$ cat src/rtl/ps2_turn_arbiter_if.sv
// Handshake/status bundle between the PS/2 turn arbiter (master) and the game core (slave).
interface ps2_turn_arbiter_if;
    logic [8:0] choice_key;
    logic       choice_valid;
    logic       choice_ready;
    logic [8:0] set_key;
    logic       set_valid;
    logic       set_ready;
    logic       place_done;
    logic       place_fail;
    logic       game_over;
    logic [1:0] phase;
    logic       frame_err;
    logic       overflow;
    logic       led;

    modport master (
        output choice_key, choice_valid, set_key, set_valid, phase, frame_err, overflow, led,
        input  choice_ready, set_ready, place_done, place_fail, game_over
    );
    modport slave (
        input  choice_key, choice_valid, set_key, set_valid, phase, frame_err, overflow, led,
        output choice_ready, set_ready, place_done, place_fail, game_over
    );
endinterface

$ cat src/rtl/ps2_turn_arbiter.sv
// Shared PS/2 receiver/decoder plus turn-phase FSM routing make codes to choice or set layer.
// Optional: PS2_TYPEMATIC_FILTER_EN drops auto-repeat makes of the last key until its break.
module ps2_turn_arbiter #(
    parameter int         FILT_LEN    = 8,
    parameter int         TIMEOUT_CYC = 216000,
    parameter logic [7:0] KEY_ENTER   = 8'h5A,
    parameter logic [7:0] KEY_ESC     = 8'h76
) (
    input  logic               iCLK,
    input  logic               reset,
    input  logic               ps2Clk,
    input  logic               ps2Dat,
    ps2_turn_arbiter_if.master bus
);
    localparam int FW = $clog2(FILT_LEN + 1);
    localparam int TW = $clog2(TIMEOUT_CYC + 1);

    typedef enum logic [1:0] {CHOOSE = 2'd0, PLACE = 2'd1, HOLD = 2'd2, OVER = 2'd3} phase_e;

    logic          clk_s1_q, clk_s1_d, clk_s2_q, clk_s2_d;
    logic          dat_s1_q, dat_s1_d, dat_s2_q, dat_s2_d;
    logic          filt_clk_q, filt_clk_d;
    logic [FW-1:0] filt_cnt_q, filt_cnt_d;
    logic [3:0]    bit_cnt_q, bit_cnt_d;
    logic [10:0]   sh_q, sh_d;
    logic [TW-1:0] to_cnt_q, to_cnt_d;
    logic          byte_vld_q, byte_vld_d;
    logic [7:0]    byte_q, byte_d;
    logic          frame_err_q, frame_err_d;
    logic          ext_q, ext_d, brk_q, brk_d;
    logic          buf_vld_q, buf_vld_d;
    logic [8:0]    buf_q, buf_d;
    logic          overflow_q, overflow_d;
    phase_e        phase_q, phase_d;
`ifdef PS2_TYPEMATIC_FILTER_EN
    logic [8:0]    last_q, last_d;
    logic          last_vld_q, last_vld_d;
`endif

    logic       fall;
    logic       make;
    logic [8:0] code;
    logic       buf_is_esc, buf_is_enter;
    logic       choice_vld, set_vld, choice_xfer, set_xfer, phase_chg;

    // Receiver: sync, glitch filter on clock, 11-bit shift on filtered falling edge.
    always_comb begin
        clk_s1_d    = ps2Clk;
        clk_s2_d    = clk_s1_q;
        dat_s1_d    = ps2Dat;
        dat_s2_d    = dat_s1_q;
        filt_clk_d  = filt_clk_q;
        filt_cnt_d  = '0;
        fall        = 1'b0;
        bit_cnt_d   = bit_cnt_q;
        sh_d        = sh_q;
        to_cnt_d    = '0;
        byte_vld_d  = 1'b0;
        byte_d      = byte_q;
        frame_err_d = 1'b0;

        if (clk_s2_q != filt_clk_q) begin
            if (filt_cnt_q == FW'(FILT_LEN - 1)) begin
                filt_clk_d = clk_s2_q;
                fall       = filt_clk_q;
            end else begin
                filt_cnt_d = filt_cnt_q + 1'b1;
            end
        end

        if (fall) begin
            sh_d = {dat_s2_q, sh_q[10:1]};
            if (bit_cnt_q == 4'd10) begin
                bit_cnt_d = '0;
                // start low, stop high, odd parity over data+parity
                if (!sh_d[0] && sh_d[10] && (^sh_d[9:1])) begin
                    byte_vld_d = 1'b1;
                    byte_d     = sh_d[8:1];
                end else begin
                    frame_err_d = 1'b1;
                end
            end else begin
                bit_cnt_d = bit_cnt_q + 1'b1;
            end
        end else if (bit_cnt_q != '0) begin
            if (to_cnt_q == TW'(TIMEOUT_CYC - 1)) begin
                bit_cnt_d   = '0;
                frame_err_d = 1'b1;
            end else begin
                to_cnt_d = to_cnt_q + 1'b1;
            end
        end
    end

    // Decoder, phase FSM and the single shared output buffer.
    always_comb begin
        ext_d = ext_q;
        brk_d = brk_q;
        make  = 1'b0;
        code  = {ext_q, byte_q};
        if (byte_vld_q) begin
            if (byte_q == 8'hE0)      ext_d = 1'b1;
            else if (byte_q == 8'hF0) brk_d = 1'b1;
            else begin
                make  = !brk_q;
                ext_d = 1'b0;
                brk_d = 1'b0;
            end
        end
`ifdef PS2_TYPEMATIC_FILTER_EN
        last_d     = last_q;
        last_vld_d = last_vld_q;
        if (byte_vld_q && byte_q != 8'hE0 && byte_q != 8'hF0) begin
            if (brk_q) begin
                if (last_vld_q && last_q == code) last_vld_d = 1'b0;
            end else if (last_vld_q && last_q == code) begin
                make = 1'b0;
            end else begin
                last_d     = code;
                last_vld_d = 1'b1;
            end
        end
`endif

        buf_is_esc   = (buf_q == {1'b0, KEY_ESC});
        buf_is_enter = (buf_q == {1'b0, KEY_ENTER});
        choice_vld   = buf_vld_q && (phase_q == CHOOSE);
        set_vld      = buf_vld_q && (phase_q == PLACE) && !buf_is_esc;
        choice_xfer  = choice_vld && bus.choice_ready;
        set_xfer     = set_vld && bus.set_ready;

        phase_d = phase_q;
        if (bus.game_over) phase_d = OVER;
        else begin
            case (phase_q)
                CHOOSE: if (choice_xfer && buf_is_enter) phase_d = PLACE;
                PLACE: begin
                    if (set_xfer && buf_is_enter)     phase_d = HOLD;
                    else if (buf_vld_q && buf_is_esc) phase_d = CHOOSE;
                end
                HOLD: begin
                    if (bus.place_done)      phase_d = CHOOSE;
                    else if (bus.place_fail) phase_d = PLACE;
                end
                default: phase_d = OVER;
            endcase
        end
        phase_chg = (phase_d != phase_q);

        buf_vld_d  = buf_vld_q;
        buf_d      = buf_q;
        overflow_d = 1'b0;
        if (phase_chg || choice_xfer || set_xfer) buf_vld_d = 1'b0;
        // A make landing on a phase change belongs to the old phase and is flushed with it.
        if (make && !phase_chg && (phase_q == CHOOSE || phase_q == PLACE)) begin
            if (buf_vld_q) overflow_d = 1'b1;
            else begin
                buf_vld_d = 1'b1;
                buf_d     = code;
            end
        end
    end

    always_ff @(posedge iCLK or negedge reset) begin
        if (!reset) begin
            clk_s1_q    <= 1'b1;
            clk_s2_q    <= 1'b1;
            dat_s1_q    <= 1'b1;
            dat_s2_q    <= 1'b1;
            filt_clk_q  <= 1'b1;
            filt_cnt_q  <= '0;
            bit_cnt_q   <= '0;
            sh_q        <= '0;
            to_cnt_q    <= '0;
            byte_vld_q  <= 1'b0;
            byte_q      <= '0;
            frame_err_q <= 1'b0;
            ext_q       <= 1'b0;
            brk_q       <= 1'b0;
            buf_vld_q   <= 1'b0;
            buf_q       <= '0;
            overflow_q  <= 1'b0;
            phase_q     <= CHOOSE;
`ifdef PS2_TYPEMATIC_FILTER_EN
            last_q      <= '0;
            last_vld_q  <= 1'b0;
`endif
        end else begin
            clk_s1_q    <= clk_s1_d;
            clk_s2_q    <= clk_s2_d;
            dat_s1_q    <= dat_s1_d;
            dat_s2_q    <= dat_s2_d;
            filt_clk_q  <= filt_clk_d;
            filt_cnt_q  <= filt_cnt_d;
            bit_cnt_q   <= bit_cnt_d;
            sh_q        <= sh_d;
            to_cnt_q    <= to_cnt_d;
            byte_vld_q  <= byte_vld_d;
            byte_q      <= byte_d;
            frame_err_q <= frame_err_d;
            ext_q       <= ext_d;
            brk_q       <= brk_d;
            buf_vld_q   <= buf_vld_d;
            buf_q       <= buf_d;
            overflow_q  <= overflow_d;
            phase_q     <= phase_d;
`ifdef PS2_TYPEMATIC_FILTER_EN
            last_q      <= last_d;
            last_vld_q  <= last_vld_d;
`endif
        end
    end

    assign bus.choice_valid = choice_vld;
    assign bus.set_valid    = set_vld;
    assign bus.choice_key   = choice_vld ? buf_q : 9'd0;
    assign bus.set_key      = set_vld ? buf_q : 9'd0;
    assign bus.phase        = phase_q;
    assign bus.frame_err    = frame_err_q;
    assign bus.overflow     = overflow_q;
    assign bus.led          = (phase_q == PLACE) || (phase_q == HOLD);
endmodule
$ cat src/flat_wrapper.sv
// flat-port wrapper written by rule: the top's interface ports become plain ports
module ps2_turn_arbiter_flat 
#(
    parameter int         FILT_LEN    = 8,
    parameter int         TIMEOUT_CYC = 216000,
    parameter logic [7:0] KEY_ENTER   = 8'h5A,
    parameter logic [7:0] KEY_ESC     = 8'h76
)
  (iCLK, reset, ps2Clk, ps2Dat, bus_choice_key, bus_choice_valid, bus_set_key, bus_set_valid, bus_phase, bus_frame_err, bus_overflow, bus_led, bus_choice_ready, bus_set_ready, bus_place_done, bus_place_fail, bus_game_over);
  ps2_turn_arbiter_if bus_i ();
  input  logic iCLK;
  input  logic reset;
  input  logic ps2Clk;
  input  logic ps2Dat;
  output wire logic [$bits(bus_i.choice_key)-1:0] bus_choice_key;
  output wire logic [$bits(bus_i.choice_valid)-1:0] bus_choice_valid;
  output wire logic [$bits(bus_i.set_key)-1:0] bus_set_key;
  output wire logic [$bits(bus_i.set_valid)-1:0] bus_set_valid;
  output wire logic [$bits(bus_i.phase)-1:0] bus_phase;
  output wire logic [$bits(bus_i.frame_err)-1:0] bus_frame_err;
  output wire logic [$bits(bus_i.overflow)-1:0] bus_overflow;
  output wire logic [$bits(bus_i.led)-1:0] bus_led;
  input wire logic [$bits(bus_i.choice_ready)-1:0] bus_choice_ready;
  input wire logic [$bits(bus_i.set_ready)-1:0] bus_set_ready;
  input wire logic [$bits(bus_i.place_done)-1:0] bus_place_done;
  input wire logic [$bits(bus_i.place_fail)-1:0] bus_place_fail;
  input wire logic [$bits(bus_i.game_over)-1:0] bus_game_over;
  assign bus_choice_key = bus_i.choice_key;
  assign bus_choice_valid = bus_i.choice_valid;
  assign bus_set_key = bus_i.set_key;
  assign bus_set_valid = bus_i.set_valid;
  assign bus_phase = bus_i.phase;
  assign bus_frame_err = bus_i.frame_err;
  assign bus_overflow = bus_i.overflow;
  assign bus_led = bus_i.led;
  assign bus_i.choice_ready = bus_choice_ready;
  assign bus_i.set_ready = bus_set_ready;
  assign bus_i.place_done = bus_place_done;
  assign bus_i.place_fail = bus_place_fail;
  assign bus_i.game_over = bus_game_over;
  ps2_turn_arbiter #(.FILT_LEN(FILT_LEN), .TIMEOUT_CYC(TIMEOUT_CYC), .KEY_ENTER(KEY_ENTER), .KEY_ESC(KEY_ESC)) u_core (.iCLK(iCLK), .reset(reset), .ps2Clk(ps2Clk), .ps2Dat(ps2Dat), .bus(bus_i));
endmodule
$ cat config.mk
export PLATFORM = sky130hd
export DESIGN_NAME = ps2_turn_arbiter_flat
export DESIGN_NICKNAME = d
export VERILOG_FILES = /design/src/rtl/ps2_turn_arbiter_if.sv /design/src/rtl/ps2_turn_arbiter.sv /design/src/flat_wrapper.sv
export SDC_FILE = /design/constraint.sdc
export NUM_CORES = 1
export LEC_CHECK = 0
export CAP_MARGIN = 20
export CORE_ASPECT_RATIO = 0.5
export CORE_MARGIN = 5
export CORE_UTILIZATION = 45
export DETAILED_ROUTE_END_ITERATION = 7
export PLACE_DENSITY = 0.68
export REMOVE_ABC_BUFFERS = 1
export SLEW_MARGIN = 5
export SYNTH_ARGS = -nofsm -noshare
export SYNTH_HDL_FRONTEND = slang
export SYNTH_SLANG_ARGS = --single-unit
$ cat constraint.sdc
create_clock -name iCLK -period 1.95 [get_ports iCLK]
set_input_delay 0.195 -clock iCLK [delete_from_list [all_inputs] [get_ports iCLK]]
set_output_delay 0.195 -clock iCLK [all_outputs]
set_load 0.02 [all_outputs]
Word-level counts from Yosys, hierarchy flattened

Index checks and enable logic that the tools add are counted.
W data, S select, Z words.

Add/subtract/negate cells: 3
Equal/unequal tests: 12
Multiplexer cells: 39
Bitwise operators: 2
Reductions and logical operators: 31

Operators with widths:

| operator                | number |
|---|---|
| $mux W18                | 3 |
| $mux W4                 | 6 |
| $mux W1                 | 21 |
| $add A18 B1 Y18 const B | 1 |
| $eq A18 B18 Y1 const B  | 1 |
| $eq A9 B7 Y1 const B    | 2 |
| $mux W9                 | 2 |
| $eq A8 B8 Y1 const B    | 2 |
| $logic_and A1 B1 Y1     | 12 |
| $mux W2                 | 6 |
| $reduce_and A2 Y1       | 5 |
| $reduce_xor A9 Y1       | 1 |
| $add A4 B1 Y4 const B   | 2 |
| $pmux W2 S3             | 1 |
| $eq A4 B3 Y1 const B    | 1 |
| $eq A4 B4 Y1 const B    | 1 |
| $logic_not A1 Y1        | 4 |
| $logic_or A1 B1 Y1      | 4 |
| $reduce_bool A2 Y1      | 2 |
| $reduce_bool A4 Y1      | 1 |
| $reduce_and A3 Y1       | 1 |
| $eq A2 B1 Y1 const B    | 1 |
| $eq A2 B2 Y1 const B    | 1 |
| $logic_not A2 Y1        | 1 |
| 4 further kinds         | 5 |

Bits in registers: 67
Input bits: 9
Word-level logic and storage cells: 105

Logic depth before layout (Yosys ltp)

Gate-level depths: netlist of run 1.

Depth in word-level cells: 14
Gate-level depth with buffers: 8
Depth with buffers taken out: 7

Least setup slack after synthesis of run 1

Ideal clock, no wire load.

Path kind: reg2out
Start point: register u_core.phase_q[1], in the netlist u_core.bus.phase[1]
End point: output port bus_set_key[0]
Data arrival time: 1.843 ns
Data required time: 1.755 ns
Slack: -0.088 ns
Stages on the path, launching flop included: 6
Buffers on the path: 0
Path through: dfrtp_1 -> inv_1 -> ha_1 -> nand2_1 -> a31oi_1 -> and2_1

Word-level cells in the longest chain between the ends: 4

RTL lines:

| element                           | RTL line                | RTL |
|---|---|---|
| start, declared                   | ps2_turn_arbiter.sv:34  | `phase_e phase_q, phase_d;` |
| start signal, assigned            | ps2_turn_arbiter.sv:206 | `phase_q <= phase_d;` |
| $eq A2 B1 Y1                      | ps2_turn_arbiter.sv:128 | `set_vld = buf_vld_q && (phase_q == PLACE) && !buf_is_esc;` |
| $logic_and A1 B1 Y1 (2 in series) | ps2_turn_arbiter.sv:128 |  |
| named net bus_set_valid           | flat_wrapper.sv:18      | `output wire logic [$bits(bus_i.set_valid)-1:0] bus_set_valid;` |
| $mux W9                           | ps2_turn_arbiter.sv:217 | `assign bus.set_key = set_vld ? buf_q : 9'd0;` |
| end, declared                     | flat_wrapper.sv:17      | `output wire logic [$bits(bus_i.set_key)-1:0] bus_set_key;` |

The timed path passes the listed nets, and every way through them passes these cells.

Final worst setup path of run 1

Start point: register u_core.sh_q[6]
End point: register u_core.byte_q[3]

Word-level cells in the longest chain between the ends: 3

RTL lines:

| element                            | RTL line                | RTL |
|---|---|---|
| start, declared                    | ps2_turn_arbiter.sv:25  | `logic [10:0] sh_q, sh_d;` |
| start signal, assigned             | ps2_turn_arbiter.sv:173 | `sh_q <= '0;` |
| start signal, assigned             | ps2_turn_arbiter.sv:196 | `sh_q <= sh_d;` |
| $reduce_xor A9 Y1                  | ps2_turn_arbiter.sv:76  | `if (!sh_d[0] && sh_d[10] && (^sh_d[9:1])) begin` |
| $logic_and A1 B1 Y1                | ps2_turn_arbiter.sv:76  |  |
| $reduce_and A3 Y1 (no source line) | --                      |  |
| end signal, assigned               | ps2_turn_arbiter.sv:199 | `byte_q <= byte_d;` |
| end, declared                      | ps2_turn_arbiter.sv:28  | `logic [7:0] byte_q, byte_d;` |

Every way passes these cells.
A chain may end at the register's enable or synchronous reset.

==> impl_metrics.env, run 1 <==
export IMPL_clk_pin_slew_ps=60
export IMPL_drt_wl_total_mm=6.775
export IMPL_gp_congestion=0.8388
export IMPL_first_iter_violations=174
export IMPL_yosys_register_bits=66
export IMPL_gr_usage_all_layers_pct=16.16
export IMPL_grt_max_degree=67
export IMPL_final_fill_count=529
export IMPL_power_density_nw_per_um2=797.7
export IMPL_crit_arrival_ps=2190
export IMPL_cp_end_kind="register"
export IMPL_num_vias=2447
export IMPL_route_detailed_drc=0
export IMPL_start_util_pct=47.60
export IMPL_ys_warn_count=0
export IMPL_worstMarginPinSlew_ps=378.7
export IMPL_crit_path_max_fanout=9
export IMPL_slew_violations=0
export IMPL_rsz0062_at_grt="yes"
export IMPL_cts_sinks=66
export IMPL_worst_ir_drop_vdd_uv=529.7
export IMPL_synth_edf_count=0
export IMPL_hold_viol=0
export IMPL_clk_path_buf_depth=2
export IMPL_viasPerCell=5.285
export IMPL_hold_class="in2reg"
export IMPL_coreArea_um2=6858
export IMPL_fin_util_pct=62.82
export IMPL_rows=21
export IMPL_die_area_um2=9161
export IMPL_yosysSeqAreaShare_pct=50.79
export IMPL_cts_max_level=3
export IMPL_relSlewSlack_pct=74.48
export IMPL_syn_area_um2=3264
export IMPL_grt_overflow=0
export IMPL_clk_latency_ps=330
export IMPL_start_kind="register"
export IMPL_setup_viol=8
export IMPL_placedCellCount=445
export IMPL_status="finished with violations"
export IMPL_rr_worst_depth=6
export IMPL_nets=384
export IMPL_finalNonFillerCells=463
export IMPL_drive_above_1_share_pct=33.15
export IMPL_clockRootBuffer="clkbuf_16"
export IMPL_hpwl_mm=4.710
export IMPL_pre_cts_ws_ps=-84.42
export IMPL_wl_per_cell_um=14.63
export IMPL_final_setup_worst_slack_ps=-32.44
export IMPL_first_global_vias=2503
export IMPL_drt_pass1_iterations=4
export IMPL_tns_ps=-173.7
export IMPL_area_growth_pct=31.97
export IMPL_fin_crit_sh_pct=101.7
export IMPL_p_leak_uw=0.002075
export IMPL_ys_types=46
export IMPL_antenna_found_initial=0
export IMPL_synthCells=292
export IMPL_holdPathStages=1
export IMPL_violations="negative setup slack"
export IMPL_syn_avg_cell_area_um2=11.18
export IMPL_fmax_mhz=504.4
export IMPL_skew_ps=8.915
export IMPL_ant_nets=0
export IMPL_numCtsBuffers=9
export IMPL_antennaDiodeCount=0
export IMPL_hold_ws_ps=278.3
export IMPL_dominantRegCellSynth="dfrtp_1"
export IMPL_period_minus_slack_ps=1982
export IMPL_synthArstFlopShare_pct=100.0
export IMPL_fp_dieW_um=130.5
export IMPL_cts_tree="built"
export IMPL_io_pins=34
export IMPL_portBuffers=33
export IMPL_maxCapViolations=0
export IMPL_path_class="reg2reg"
export IMPL_die_h_um=70.23
export IMPL_grt_pass1_wl_mm=11.87
export IMPL_crit_required_ps=2150
[synth_stat cells, types with 3 or more instances]
master | instances | area (um^2)
nor2_1 | 32 | 120.1
xnor2_1 | 13 | 113.9
nor4_1 | 3 | 18.77
dfrtp_1 | 61 | 1526
and3_1 | 15 | 93.84
mux2_2 | 28 | 315.3
clkbuf_1 | 4 | 15.01
ha_1 | 9 | 112.6
nor2b_1 | 5 | 31.28
nor4bb_1 | 3 | 30.03
nand2_1 | 10 | 37.54
a21oi_1 | 7 | 35.03
and3b_1 | 5 | 43.79
nand4b_1 | 3 | 26.28
inv_1 | 10 | 37.54
nand3b_1 | 3 | 22.52
o21ai_0 | 3 | 15.01
and2_1 | 10 | 62.56
nor3_1 | 4 | 20.02
nand3_1 | 12 | 60.06
nand4_1 | 4 | 25.02
buf_4 | 3 | 22.52
xor2_1 | 12 | 105.1
dfstp_2 | 5 | 131.4
[cells by family after synthesis]
kind of cell	share of synthesized area (%)
simple gates	20.35
flops	50.79
mux	9.659
compound gates	5.749
xor+xnor	7.397
buf+inv	2.606
fa+ha+maj	3.450
[worst max-delay path, cell delays in order (launching register included)]
cell and delay, ps:
dfrtp_1 420, xnor2_2 170, xnor3_1 420, xnor2_1 190, nor3_4 170, buf_12 150, mux2_2 330
[layout by cell type (no fill, tap or decap), types with 3 or more instances in the layout]
cell type	n
ha_1	8
clkbuf_2	19
and3_1	14
clkdlybuf4s50_1	11
nor2_1	31
and3b_1	4
nand3_1	12
and2_1	10
clkbuf_16	9
inv_1	10
nand3b_1	3
buf_12	4
dfrtp_1	60
xor2_1	12
nand4_1	4
nand4b_1	3
nor3_1	4
dfstp_2	5
buf_4	33
xnor2_1	12
nand2_1	10
a21oi_1	6
mux2_2	28
nor2b_1	5
o21ai_0	3
[sequential cells by signal, summed over array words and instances, names as in the netlist]
signal and cells:
u_core.to_cnt_q 18, u_core.sh_q 10, u_core.buf_q 9, u_core.byte_q 8, u_core.bit_cnt_q 4, u_core.filt_cnt_q 4, u_core.bus.phase 2, u_core.brk_q 1
u_core.buf_vld_q 1, u_core.bus.frame_err 1, u_core.bus.overflow 1, u_core.byte_vld_q 1, u_core.clk_s1_q 1, u_core.clk_s2_q 1, u_core.dat_s1_q 1, u_core.dat_s2_q 1
u_core.ext_q 1, u_core.filt_clk_q 1
[layer usage]
| metal | wire length [um] | vias to the layer above | share of wire, % | track usage, % |
|---|---|---|---|---|
| met4 | 90 | 0 | 1.3 | 4.789 |
| li1 | - | 1180 | - | - |
| met2 | 3282 | 55 | 48 | 27.19 |
| met5 | 0 | - | 0 | 0 |
| met3 | 413 | 11 | 6.1 | 4.722 |
| met1 | 2990 | 1201 | 44 | 20.16 |
[cell type report]
type                            instances  area, um^2  area share, %
Clock inverter                          5       77.57          1.801
Clock buffer                           11       242.7          5.635
Timing Repair Buffer                   72       580.6          13.48
Multi-Input combinational cell        207        1595          37.03
Tap cell                               92       115.1          2.672
Sequential cell                        66        1659          38.51
Inverter                               10       37.54         0.8713
[path summary, 6_finish.rpt]
kind	startpoint	endpoint	slack, ps
worst min-delay path	ps2Clk	u_core.clk_s1_q	280
min in group asynchronous	reset	u_core.bit_cnt_q[0]	400
max in group asynchronous	reset	u_core.clk_s2_q	1210
worst max register to register	u_core.sh_q[6]	u_core.byte_q[3]	-30
worst max-delay path	u_core.sh_q[6]	u_core.byte_q[3]	-30
worst min register to register	u_core.dat_s1_q	u_core.dat_s2_q	350
[report_power, final]
| group | total, uW | internal [uW] | switching (uW) |
|---|---|---|---|
| logic | 270 | 132 | 139 |
| registers | 1460 | 1420 | 34.5 |
| clock network | 1710 | 1150 | 559 |
| total | 3440 | 2700 | 732 |
[through the flow]
| step | power [uW] | cell area (um^2) |
|---|---|---|
| after floorplan | 1608 | 3217 |
| after global placement | 1723 | 3985 |
| after detailed placement | 1742 | 3985 |
| after CTS | 3457 | 4307 |
| after global routing | 3572 | 4308 |
| final | 3436 | 4308 |
[timing repair]
action	CTS	global route
gates resized for setup	23	52
pin swaps	0	2
setup endpoints to repair	24	58
endpoints found under the hold margin	61	0
gates cloned	0	0
hold buffers	1	0
buffers inserted	0	1
Power figures use the tool's default switching activity.
==> inputs of run 2 (changes only) <==
--- a/config.mk
+++ b/config.mk
@@ -10,7 +10,7 @@
 export CORE_MARGIN = 5
 export CORE_UTILIZATION = 45
 export DETAILED_ROUTE_END_ITERATION = 7
-export PLACE_DENSITY = 0.68
+export PLACE_DENSITY = 0.66
 export REMOVE_ABC_BUFFERS = 1
 export SLEW_MARGIN = 5
 export SYNTH_ARGS = -nofsm -noshare
==> constraint.sdc (replaced) <==
create_clock -name iCLK -period 2.1 [get_ports iCLK]
set_input_delay 0.21 -clock iCLK [delete_from_list [all_inputs] [get_ports iCLK]]
set_output_delay 0.21 -clock iCLK [all_outputs]
set_load 0.02 [all_outputs]
==> run 2 against run 1 <==
The flow now finishes without violations. Register-to-register slack better by 140 ps. Highest routed layer unchanged. Design area shrank 3.6%. Critical path depth shrank 1. Power down 13%. Worst hold slack improved by 11 ps. Largest cell class unchanged. Die area unchanged. Clock power decreased by 18%.
==> impl_metrics.env, run 2 (same netlist as run 1, synthesis figures left out) <==
export IMPL_status="completed"
export IMPL_fmax_mhz=495.3
export IMPL_cp_end_kind="output pin"
export IMPL_period_minus_slack_ps=2019
export IMPL_clockRootBuffer="clkbuf_16"
export IMPL_reg2reg_slack_ps=110
export IMPL_pre_cts_ws_ps=-35.68
export IMPL_fin_util_pct=60.57
export IMPL_rows=21
export IMPL_slew_violations=0
export IMPL_min_from="ps2Clk"
export IMPL_largest_reg_flops=18
export IMPL_portBuffers=33
export IMPL_grt_max_degree=55
export IMPL_r2r_start="u_core.filt_cnt_q[0]"
export IMPL_worst_path_largest_cell_delay_ps=430
export IMPL_hold_viol=0
export IMPL_nets=370
export IMPL_viasPerCell=5.295
export IMPL_antennaDiodeCount=0
export IMPL_path_class="reg2out"
export IMPL_crit_arrival_ps=1810
export IMPL_area_growth_pct=27.25
export IMPL_crit_path_max_fanout=6
export IMPL_drt_pass1_iterations=4
export IMPL_rsz0062_at_grt="no"
export IMPL_hold_ws_ps=289.3
export IMPL_numCtsBuffers=9
export IMPL_fp_dieW_um=130.5
export IMPL_cts_max_level=3
export IMPL_top_regs="u_core.to_cnt_q x18, u_core.sh_q x10, u_core.buf_q x9"
export IMPL_clk_latency_ps=320
export IMPL_p_leak_uw=0.002004
export IMPL_gp_congestion=0.9019
export IMPL_maxCapViolations=0
export IMPL_clk_pin_slew_ps=50
export IMPL_cts_sinks=66
export IMPL_timing_critical_path_mode_cell="and2_1"
export IMPL_io_pins=34
export IMPL_num_vias=2372
export IMPL_final_setup_worst_slack_ps=80.91
export IMPL_first_global_vias=2486
export IMPL_power_density_nw_per_um2=717.7
export IMPL_first_iter_violations=131
export IMPL_cts_tree="built"
export IMPL_crit_required_ps=1890
export IMPL_setup_viol=0
export IMPL_grt_overflow=0
export IMPL_seq_area_um2=1658
export IMPL_regMostFlops="u_core.to_cnt_q"
export IMPL_die_area_um2=9161
export IMPL_fin_crit_sh_pct=96.15
export IMPL_worst_ir_drop_vdd_uv=338.5
export IMPL_antenna_found_initial=0
export IMPL_grt_pass1_wl_mm=11.46
export IMPL_ant_nets=0
export IMPL_multi_input_area_um2=1567
export IMPL_mostFrequentLayoutCells="61 x dfrtp_1, 31 x nor2_1, 28 x mux2_2"
export IMPL_die_h_um=70.23
export IMPL_stdcell_area_um2=4154
export IMPL_start_util_pct=47.60
export IMPL_hold_path_end="u_core.clk_s1_q"
export IMPL_relSlewSlack_pct=64.64
export IMPL_route_detailed_drc=0
export IMPL_clk_path_buf_depth=2
export IMPL_final_fill_count=568
export IMPL_start_kind="register"
export IMPL_total_power_uw=2981
export IMPL_reg2reg_to="u_core.byte_q[7]"
export IMPL_hold_class="in2reg"
export IMPL_coreArea_um2=6858
export IMPL_wl_per_cell_um=14.67
export IMPL_cp_slowest_cell="dfrtp_1"
export IMPL_hpwl_mm=4.692
export IMPL_drive_above_1_share_pct=25.28
export IMPL_worstMarginPinSlew_ps=523.6
export IMPL_final_common_cell="dfrtp_1"
export IMPL_skew_ps=5.658
export IMPL_path_cells="ha_1 > buf_4 > and2_1 > and2_1 > dlygate4sd2_1"
export IMPL_drt_wl_total_mm=6.572
export IMPL_holdPathStages=1
export IMPL_rr_worst_depth=7
export IMPL_gr_usage_all_layers_pct=15.64
export IMPL_place_area_um2=3842
==> run 2: cell count changes in the layout (fill, tap and decap cells not counted), sizes merged <==
cell           previous run  this run
dlymetal6s2s              1         0
bufinv                    2         0
dlygate4sd2               1        11
clkbuf                   30        21
clkdlybuf4s50            11        13
clkinvlp                  1         0
buf                      39        25
==> run 2: power breakdown <==
part | internal [uW] | total [uW] | switching, uW
clock network | 915 | 1400 | 487
logic | 106 | 223 | 118
registers | 1320 | 1360 | 32.2
total | 2340 | 2980 | 637
==> run 2: metrics by stage <==
step	TNS [ps]	cells
floorplan	-1307	283
global placement	0	431
detailed placement	-289.7	431
CTS	0	448
global route	0	448
finish	0	448
==> run 2: worst max-delay path: cells and delay by family, from the launching register on <==
kind | cells | cell delay, ps
buf+inv | 2 | 480
flops | 1 | 430
simple gates | 2 | 320
fa+ha+maj | 1 | 250
==> run 2: repair_timing <==
action                                 in CTS  in global routing
endpoints found under the hold margin      12                  0
hold buffers                                1                  0
setup buffers                               1                  0
pin swaps                                   1                  0
setup endpoints to repair                  30                 19
resized for setup                          23                 21
==> run 2: cell type report <==
type                    count  share of cell area (%)
flip-flops and latches     66                   39.91
multi-input cells         207                   37.71
repair buffers             58                   11.72
clock buffers              13                   6.747
well taps                  92                   2.771
inverters                  10                  0.9036
clock inverters             2                  0.2410
==> run 2: per-layer routing <==
metal	wire [um]	up-vias	track usage (%)
li1	-	1149	-
met1	2866	1150	18.70
met2	3149	59	26.45
met3	439	14	4.722
met4	116	0	6.043
met5	0	-	0
==> run 2: how the worst max path moves through the flow <==
stage | startpoint | end | depth (start not counted)
2_1_floorplan | u_core.filt_cnt_q[0] | u_core.byte_q[0] | 6
5_1_grt | u_core.filt_cnt_q[0] | u_core.byte_q[4] | 7
3_5_place_dp | u_core.bus.phase[1] | u_core.buf_q[8] | 6
3_3_place_gp | u_core.bus.phase[1] | u_core.buf_q[5] | 6
6_report | u_core.bus.phase[0] | bus_set_key[8] | 5
4_1_cts | u_core.bus.phase[1] | u_core.buf_q[8] | 6
==> inputs of run 3 (changes only) <==
--- a/config.mk
+++ b/config.mk
@@ -10,9 +10,9 @@
 export CORE_MARGIN = 5
 export CORE_UTILIZATION = 45
 export DETAILED_ROUTE_END_ITERATION = 7
-export PLACE_DENSITY = 0.66
+export PLACE_DENSITY = 0.68
 export REMOVE_ABC_BUFFERS = 1
-export SLEW_MARGIN = 5
+export SLEW_MARGIN = 10
 export SYNTH_ARGS = -nofsm -noshare
 export SYNTH_HDL_FRONTEND = slang
 export SYNTH_SLANG_ARGS = --single-unit
==> constraint.sdc (replaced) <==
create_clock -name iCLK -period 1.68 [get_ports iCLK]
set_input_delay 0.168 -clock iCLK [delete_from_list [all_inputs] [get_ports iCLK]]
set_output_delay 0.168 -clock iCLK [all_outputs]
set_load 0.02 [all_outputs]
==> run 3 against run 2 <==
The run now ends with negative setup slack left. First-iteration DRC count is 54% higher. Flip-flop and latch count did not move. Clock skew shrank 1.5 ps. Setup slack got worse by 440 ps. Critical path type is now reg2reg. Non-clock buffer count grew 86. Die area stayed put.
==> impl_metrics.env, run 3 (same netlist as run 1, synthesis figures left out) <==
export IMPL_fp_dieW_um=130.5
export IMPL_cts_tree="built"
export IMPL_period_minus_slack_ps=2037
export IMPL_die_h_um=70.23
export IMPL_tns_ps=-10040
export IMPL_finalNonFillerCells=536
export IMPL_route_detailed_drc=0
export IMPL_total_power_uw=4174
export IMPL_area_growth_pct=67.19
export IMPL_hpwl_mm=5.260
export IMPL_maxCapViolations=0
export IMPL_num_vias=2941
export IMPL_fmax_mhz=490.9
export IMPL_rows=21
export IMPL_first_iter_violations=202
export IMPL_status="finished with violations"
export IMPL_io_pins=34
export IMPL_clk_pin_slew_ps=50
export IMPL_nets=457
export IMPL_crit_arrival_ps=2250
export IMPL_top_regs="u_core.to_cnt_q x18, u_core.sh_q x10, u_core.buf_q x9"
export IMPL_ant_nets=0
export IMPL_clk_latency_ps=330
export IMPL_regMostFlops="u_core.to_cnt_q"
export IMPL_viasPerCell=5.487
export IMPL_mostFrequentLayoutCells="84 x buf_4, 60 x dfrtp_1, 40 x buf_6"
export IMPL_cts_max_level=3
export IMPL_cp_end_kind="register"
export IMPL_r2r_start="u_core.sh_q[4]"
export IMPL_placedCellCount=492
export IMPL_fin_crit_sh_pct=121.3
export IMPL_startpoint="u_core.sh_q[4]"
export IMPL_relSlewSlack_pct=66.85
export IMPL_skew_ps=4.124
export IMPL_clockRootBuffer="clkbuf_16"
export IMPL_drt_wl_total_mm=10.20
export IMPL_grt_overflow=0
export IMPL_final_setup_worst_slack_ps=-357.3
export IMPL_cts_sinks=66
export IMPL_power_density_nw_per_um2=764.9
export IMPL_crit_path_max_fanout=9
export IMPL_drive_above_1_share_pct=58.11
export IMPL_first_global_vias=3010
export IMPL_antennaDiodeCount=0
export IMPL_antenna_found_initial=0
export IMPL_place_area_um2=4313
export IMPL_die_area_um2=9161
export IMPL_rsz0062_at_grt="yes"
export IMPL_worstMarginPinSlew_ps=491.9
export IMPL_slew_violations=0
export IMPL_drt_pass1_iterations=4
export IMPL_hold_ws_ps=245.0
export IMPL_p_leak_uw=0.002551
export IMPL_seq_area_um2=1659
export IMPL_hold_class="in2reg"
export IMPL_grt_max_degree=67
export IMPL_wl_per_cell_um=19.02
export IMPL_crit_required_ps=1890
export IMPL_gr_usage_all_layers_pct=19.52
export IMPL_stdcell_area_um2=5458
export IMPL_portBuffers=33
export IMPL_setup_viol=60
export IMPL_gp_congestion=0.8778
export IMPL_hold_viol=0
export IMPL_largest_reg_flops=18
export IMPL_violations="negative setup slack"
export IMPL_start_kind="register"
export IMPL_path_class="reg2reg"
export IMPL_reg2reg_slack_ps=-360
export IMPL_numCtsBuffers=9
export IMPL_start_util_pct=47.60
export IMPL_multi_input_area_um2=2004
export IMPL_min_from="ps2Clk"
export IMPL_clk_path_buf_depth=2
export IMPL_coreArea_um2=6858
export IMPL_final_common_cell="buf_4"
export IMPL_grt_pass1_wl_mm=14.23
export IMPL_worst_ir_drop_vdd_uv=569.4
export IMPL_final_fill_count=360
-- run 3: cell types whose count changed in the layout (fill, tap and decap cells not counted), sizes merged --
cell           before  now
and3               15   16
buf                25  131
bufinv              0    2
clkbuf             21   10
clkdlybuf4s15       0    1
clkdlybuf4s50      13    9
clkinv              2    3
clkinvlp            0    1
dlygate4sd2        11    1
dlymetal6s2s        0    1
-- run 3: cell type report --
| class | count | share of cell area [%] |
|---|---|---|
| clock buffers | 10 | 4.379 |
| clock inverters | 6 | 1.651 |
| inverters | 10 | 0.6878 |
| multi-input cells | 208 | 36.73 |
| flip-flops and latches | 66 | 30.40 |
| well taps | 92 | 2.109 |
| repair buffers | 144 | 24.05 |
-- run 3: metrics by stage --
stage | utilization (%) | worst slack [ps]
after floorplan | - | -559.7
after global placement | 62.89 | -331.1
after detailed placement | 62.89 | -379.8
after CTS | 74.00 | -328.1
after global routing | 79.58 | -381.4
final | 79.58 | -357.3
-- run 3: what timing repair did --
item                                    CTS  global route
gates cloned                              3             0
buffers inserted                          9            17
hold buffers                              1             0
endpoints found under the hold margin    61             0
endpoints found under the setup margin   65            74
pin swaps                                38            34
resized for setup                       194            73
-- run 3: worst paths after layout --
check / endpoint / depth (start not counted)
setup / recovery: u_core.byte_q[5] / 6
hold / removal: u_core.clk_s1_q / 1
setup reg to reg: u_core.byte_q[5] / 6
hold reg to reg: u_core.clk_s2_q / 0
max in group asynchronous: u_core.clk_s1_q / 3
min in group asynchronous: u_core.to_cnt_q[0] / 3
-- run 3: power breakdown --
part           internal (uW)  switching, uW
Sequential              1650           33.1
Combinational            236            234
Clock                   1340            678
Total                   3230            945
-- run 3: critical path: stages (launching register included) --
cell and delay, ps:
dfrtp_1 390, xor2_1 170, xnor3_1 460, xnor2_2 200
nor3_4 200, buf_12 160, mux2_2 330
-- run 3: routing by layer --
metal	wire (um)	up-vias	global-route usage, %
met5	0	-	0
met4	295	0	6.043
met3	535	31	5.407
met2	5396	103	35.07
met1	3969	1483	22.55
li1	-	1324	-
